### config.mk
export PLATFORM = sky130hd
export DESIGN_NAME = apb_slave_mem
export DESIGN_NICKNAME = d
export VERILOG_FILES = /design/src/rtl/apb_slave_mem.sv
export SDC_FILE = /design/constraint.sdc
export NUM_CORES = 1
export LEC_CHECK = 0
export CAP_MARGIN = 20
export CORE_MARGIN = 2
export CORE_UTILIZATION = 40
export DETAILED_ROUTE_END_ITERATION = 6
export PLACE_DENSITY = 0.63
export SLEW_MARGIN = 25
export SYNTH_ARGS = -nofsm -noshare
export SYNTH_HDL_FRONTEND = slang
export SYNTH_SLANG_ARGS = --single-unit
### constraint.sdc
create_clock -name CLK -period 9.75 [get_ports CLK]
set_input_delay 1.95 -clock CLK [delete_from_list [all_inputs] [get_ports CLK]]
set_output_delay 1.95 -clock CLK [all_outputs]
set_load 0.02 [all_outputs]
### src/rtl/apb_slave_mem.sv
// APB slave with a 16 x 32-bit register memory and WAIT_CYCLES access-phase wait states.
// Optional PSLVERR output and address-error checking, enabled by defining APB_SLV_PSLVERR_EN.
module apb_slave_mem #(
  parameter int unsigned SEL_IDX     = 0,
  parameter int unsigned WAIT_CYCLES = 0
) (
  input  logic        CLK,
  input  logic        PRESETn,
  input  logic [3:0]  PSEL,
  input  logic        PENABLE,
  input  logic        PWRITE,
  input  logic [31:0] PADDR,
  input  logic [31:0] PWDATA,
  output logic [31:0] PRDATA,
  output logic        PREADY
`ifdef APB_SLV_PSLVERR_EN
  ,
  output logic        PSLVERR
`endif
);

  typedef enum logic [1:0] {
    ST_IDLE,
    ST_WAIT,
    ST_READY
  } state_t;

  localparam logic [2:0] CNT_INIT = (WAIT_CYCLES > 0) ? 3'(WAIT_CYCLES - 1) : 3'd0;

  state_t      state_q;
  state_t      state_d;
  logic [2:0]  cnt_q;
  logic [2:0]  cnt_d;
  logic [31:0] mem [16];
  logic        sel;
  logic        setup;
  logic        access;
  logic [3:0]  idx;
  logic        err_c;
  logic        err_q;
  logic        wr_en;
  logic        unused_bits;

  assign sel    = PSEL[SEL_IDX[1:0]];
  assign setup  = sel & ~PENABLE;
  assign access = sel & PENABLE;
  assign idx    = PADDR[5:2];

`ifdef APB_SLV_PSLVERR_EN
  assign err_c   = (|PADDR[1:0]) | (|PADDR[11:6]);
  assign PSLVERR = err_q;
`else
  assign err_c   = 1'b0;
`endif

  assign unused_bits = ^{PADDR[31:12], PADDR[11:6], PADDR[1:0], PSEL};

  // Write commits in the PREADY cycle; an errored transfer never touches memory.
  assign wr_en = access & PREADY & PWRITE & ~err_q;

  always_comb begin
    state_d = state_q;
    cnt_d   = cnt_q;
    unique case (state_q)
      ST_IDLE, ST_READY: begin
        if (setup) begin
          if (WAIT_CYCLES > 0) begin
            state_d = ST_WAIT;
            cnt_d   = CNT_INIT;
          end else begin
            state_d = ST_READY;
          end
        end else begin
          state_d = ST_IDLE;
        end
      end
      ST_WAIT: begin
        if (!access) begin
          state_d = ST_IDLE;
        end else if (cnt_q == 3'd0) begin
          state_d = ST_READY;
        end else begin
          cnt_d = cnt_q - 3'd1;
        end
      end
      default: state_d = ST_IDLE;
    endcase
  end

  // PREADY/PRDATA/PSLVERR are registered from the next state so they line up with ST_READY.
  always_ff @(posedge CLK) begin
    if (!PRESETn) begin
      state_q <= ST_IDLE;
      cnt_q   <= '0;
      PREADY  <= 1'b0;
      PRDATA  <= '0;
      err_q   <= 1'b0;
      for (int unsigned i = 0; i < 16; i++) begin
        mem[i] <= '0;
      end
    end else begin
      state_q <= state_d;
      cnt_q   <= cnt_d;
      PREADY  <= (state_d == ST_READY);
      err_q   <= (state_d == ST_READY) & err_c;
      PRDATA  <= ((state_d == ST_READY) && !err_c) ? mem[idx] : '0;
      if (wr_en) begin
        mem[idx] <= PWDATA;
      end
    end
  end

endmodule

After elaboration in Yosys (flattened, before gate mapping)
Memories as Yosys holds them, arrays and structs flattened. A register that Yosys moved wholly into a read port is not among the register bits.
Index checks and enable logic that the tools add are counted.
- bitwise gates (word level): 6
- add/sub/neg operators: 1
- reductions and logical operators: 7
- equality and inequality tests: 3
- muxes and demuxes: 11
- operator list (kind ; count):
    two-way mux 32 bit ; 1
    OR reduction 32 bit ; 1
    two-way mux 2 bit ; 3
    two-way mux 1 bit ; 5
    bitwise AND 1 bit ; 4
    == test 2 bit, second input constant ; 2
    two-way mux 4 bit ; 1
    one-hot mux 2 bit (2 select lines) ; 1
    zero test 3 bit ; 1
    AND reduction 3 bit ; 1
    subtractor 3 x 1 -> 3 bit, second input constant ; 1
    == test 2 x 1 -> 1 bit, second input constant ; 1
    zero test 2 bit ; 1
    inverter 1 bit ; 2
    AND reduction 2 bit ; 1
    OR reduction 2 bit ; 1
    zero test 1 bit ; 1
- input port bits: 72
- memory bits (writable): 512
- memories: 1
- word-level logic and storage cells: 32
- flip-flop bits (word level): 6
- memory list (name ; depth ; width ; rd ports ; clocked after Yosys merged registers in ; wr ports ; RTL line ; source):
    mem ; 16 ; 32 ; 1 ; 1 ; 16 ; 34 ; logic [31:0] mem [16];

Longest topological paths before layout
- depth after elaboration: 8
- depth in mapped cells: 7
- gate-level depth less buffers: 6

Worst setup path after synthesis
OpenSTA, ideal clock, no wires.
- path kind: input to register
- start point: in PADDR[2]
- end point: mem mem[11][0] (enable)
- stages on the path: 4
- data arrival time: 4.817 ns
- slack: 4.468 ns
- buffers on the path: 2
- required time: 9.284 ns
- cells stage by stage: buf_2 buf_4 nand4_1 o21ai_0
- RTL lines (element ; RTL line ; source):
    start: declaration ; 12 ; input logic [31:0] PADDR,
    end: declaration ; 34 ;

==> impl_metrics.json <==
{
  "status": "completed",
  "placed_cell_area_sq_um": 26080,
  "io_buffers": 73,
  "power_frac_comb": 0.057,
  "worst_slew_pin_slew_ps": 949.7,
  "wl_per_cell_microns": 25.09,
  "critPathMaxFanout": 82,
  "cts_root_buffer": "clkbuf_16",
  "worst-r2r-setup-slack_ps": 6970,
  "syn_avg_cell_area_sq_um": 16.07,
  "drtIter0Drc": 1312,
  "synth_enable_flop_cells": 512,
  "final_area_sq_um": 28000,
  "nFillCells": 5173,
  "drive_above_1_share": 0.1947,
  "synthFlopType": "edfxtp_1",
  "grtUsageMet3": 0.03059,
  "async_flop_share": 0,
  "io_pins": 105,
  "netlist_top_cells_area": "edfxtp_1, and2_1, mux4_2",
  "cpPeakStageDelay_ps": 710,
  "gr-usage-met2": 0.3155,
  "h-tree-depth": 2,
  "dieHeight_microns": 252.2,
  "ys_seq_area_frac": 0.6549,
  "r2r_cells": 4,
  "num-nets-final": 1644,
  "setup_viol": 0,
  "yosysWarningCount": 0,
  "clkLatencyLatePin_ps": 610,
  "grt_pass1_vias": 13690,
  "path_cells": "clkbuf_8, buf_6, nand2b_1, nor3_4, nand2b_2, buf_4",
  "postRouteAntennaNets": 0,
  "intPower_uw": 4047,
  "p_clk_frac": 0.430,
  "vias": 13180,
  "diodes": 0,
  "fin_crit_sh": 0.4944,
  "rr_startpoint": "PREADY",
  "grt.busiest_layer": "met2",
  "setup_tns_ps": 0,
  "place_congestion": 0.7259,
  "power_leakage_uw": 0.01024,
  "p_sw_frac": 0.2153,
  "maxCapViolCount": 0,
  "powerDensity_nw_per_um2": 184.2,
  "power.switching_uw": 1110,
  "ys_seq_elements": 550,
  "worstSetupPathType": "input pin to register",
  "crit_start": "PADDR[3]",
  "grt_max_degree": 83,
  "required_ps": 10010,
  "cts_hold_buf": 0,
  "drc": 0,
  "core_sq_um": 60580,
  "critPathSlowestCell": "clkbuf_8",
  "min_path_type": "register to register",
  "die_x_microns": 252.2,
  "grt_use_total": 0.1944,
  "dp_hpwl_microns": 32000,
  "max_freq_ghz": 0.2074,
  "startpoint_type": "input pin",
  "cts_tree": "done",
  "worstSetupEndpointType": "register",
  "cts.sink_count": 550,
  "final_common_cell": "and2_1",
  "drv_slew": 0,
  "skew_ps": 9.282,
  "wirelength_microns": 60210,
  "grt_antenna_before_repair": 3,
  "std_cell_rows": 90,
  "area_growth_pct": 13.65,
  "final_cell_mix": "and2_1, edfxtp_1, mux4_2",
  "pwr-share-seq": 0.512,
  "crit_end": "mem[3][3]",
  "timing_hold_violations_final": 0,
  "post_cts_resized": 0,
  "vias_per_cell": 5.490,
  "period_minus_slack_ps": 4821,
  "relSlewSlack": 0.3668,
  "synth_area_sq_um": 24640,
  "synth_nets": 1607,
  "arrival_ps": 5080,
  "irDropWorstVdd_v": 0.0001288,
  "synth_top_area_frac": 0.6240,
  "met1_usage": 0.2717,
  "die_area_sq_um": 63600,
  "yosys.area.top_type": "edfxtp_1",
  "rsz0062_at_grt": "false",
  "clk_pin_slew_worst_paths_ps": 50,
  "drtPass1Iterations": 5,
  "post-cts-setup-buffers": 0,
  "grt_pass1_wl_microns": 89940,
  "timing.rr.end": "mem[11][28]",
  "grt_overflow_total": 0,
  "clockBufferDepth": 3,
  "synth.distinct_cells": 39,
  "netlist_instances": 1533,
  "initial_core_util": 0.4067,
  "cts_inserted_buffers": 57
}
-- area by class of cell --
cell class | count | area [sq um] | share of cell area
Clock buffer | 71 | 1521 | 0.05433
Clock inverter | 36 | 369.1 | 0.01318
Inverter | 8 | 30.03 | 0.001072
Multi-Input combinational cell | 840 | 7914 | 0.2826
Sequential cell | 550 | 16140 | 0.5762
Tap cell | 782 | 978.4 | 0.03494
Timing Repair Buffer | 113 | 1055 | 0.03767
-- power by group through the flow --
stage	clock, uW	sequential [uW]	combinational, uW
final	2220	2640	297
after global routing	2350	2650	317
after CTS	2260	2640	301
after detailed placement	0	2690	301
after global placement	0	2690	297
after floorplan	0	2700	182
-- worst max-delay path: cells and delay by family --
family	cells	cell delay, ps
buffers and inverters	3	1890
AND/OR/NAND/NOR	3	1120
-- per-stage QoR --
step	total power (uW)	setup WS, ps	cells	util	hold WS (ps)
2_1_floorplan	2877	4468	1533	-	472.2
3_3_place_gp	2986	3941	2292	0.4305	485.6
3_5_place_dp	2994	3917	2292	0.4305	488.9
4_1_cts	5203	4564	2399	0.4617	501.2
5_1_grt	5310	4746	2400	0.4622	531.6
6_report	5157	4929	2400	0.4622	502.8
-- metal layers --
| layer | up-vias | part of all wire |
|---|---|---|
| met1 | 6905 | 0.43 |
| met5 | - | 0.00045 |
| li1 | 5728 | - |
| met2 | 445 | 0.48 |
| met4 | 4 | 0.024 |
| met3 | 95 | 0.067 |
-- cells in the mapped netlist (2+ instances only) --
| master | count |
|---|---|
| a211o_1 | 2 |
| o211a_1 | 2 |
| nand4_1 | 4 |
| a22oi_1 | 2 |
| nor3_2 | 6 |
| nand2_1 | 6 |
| inv_1 | 6 |
| nor4b_4 | 2 |
| a211oi_2 | 29 |
| mux2_2 | 2 |
| edfxtp_1 | 512 |
| mux2i_1 | 40 |
| nor2_1 | 7 |
| buf_2 | 57 |
| buf_6 | 7 |
| mux4_2 | 122 |
| inv_2 | 2 |
| a21oi_1 | 2 |
| nor4_4 | 5 |
| dfxtp_1 | 38 |
| nand3_1 | 2 |
| clkbuf_1 | 47 |
| and2_1 | 514 |
| o21ai_0 | 4 |
| nand2b_1 | 16 |
| clkbuf_2 | 9 |
| nor2b_1 | 32 |
| a211oi_1 | 31 |
| ha_1 | 2 |
| buf_4 | 14 |
-- state kept, by name, summed over array words and instances, names as in the netlist --
| signal | flops |
|---|---|
| mem | 512 |
| PRDATA | 32 |
| cnt_q | 3 |
| state_q | 2 |
| PREADY | 1 |
-- worst min path at each step --
stage / from / end / slack (ps) / depth (start not counted)
floorplan: cnt_q[1] / cnt_q[1] / 470 / 1
global placement: cnt_q[2] / cnt_q[2] / 490 / 1
CTS: cnt_q[2] / cnt_q[2] / 500 / 1
global route: cnt_q[2] / cnt_q[2] / 530 / 1
detailed placement: cnt_q[2] / cnt_q[2] / 490 / 1
finish: cnt_q[2] / cnt_q[2] / 500 / 1
-- logic make-up (layout without fill, tap and decap cells) --
logic type               count (synthesis)  in the layout  synth area share
AND/OR/NAND/NOR                        599            599            0.1574
flip-flops                             550            550            0.6549
multiplexers                           164            164            0.1287
buffers and inverters                  143            228           0.02940
AO/OA/AOI/OAI                           74             74           0.02828
adder cells (fa/ha/maj)                  2              2          0.001015
XOR/XNOR                                 1              1         0.0003555
(Power assumes the default switching activity.)
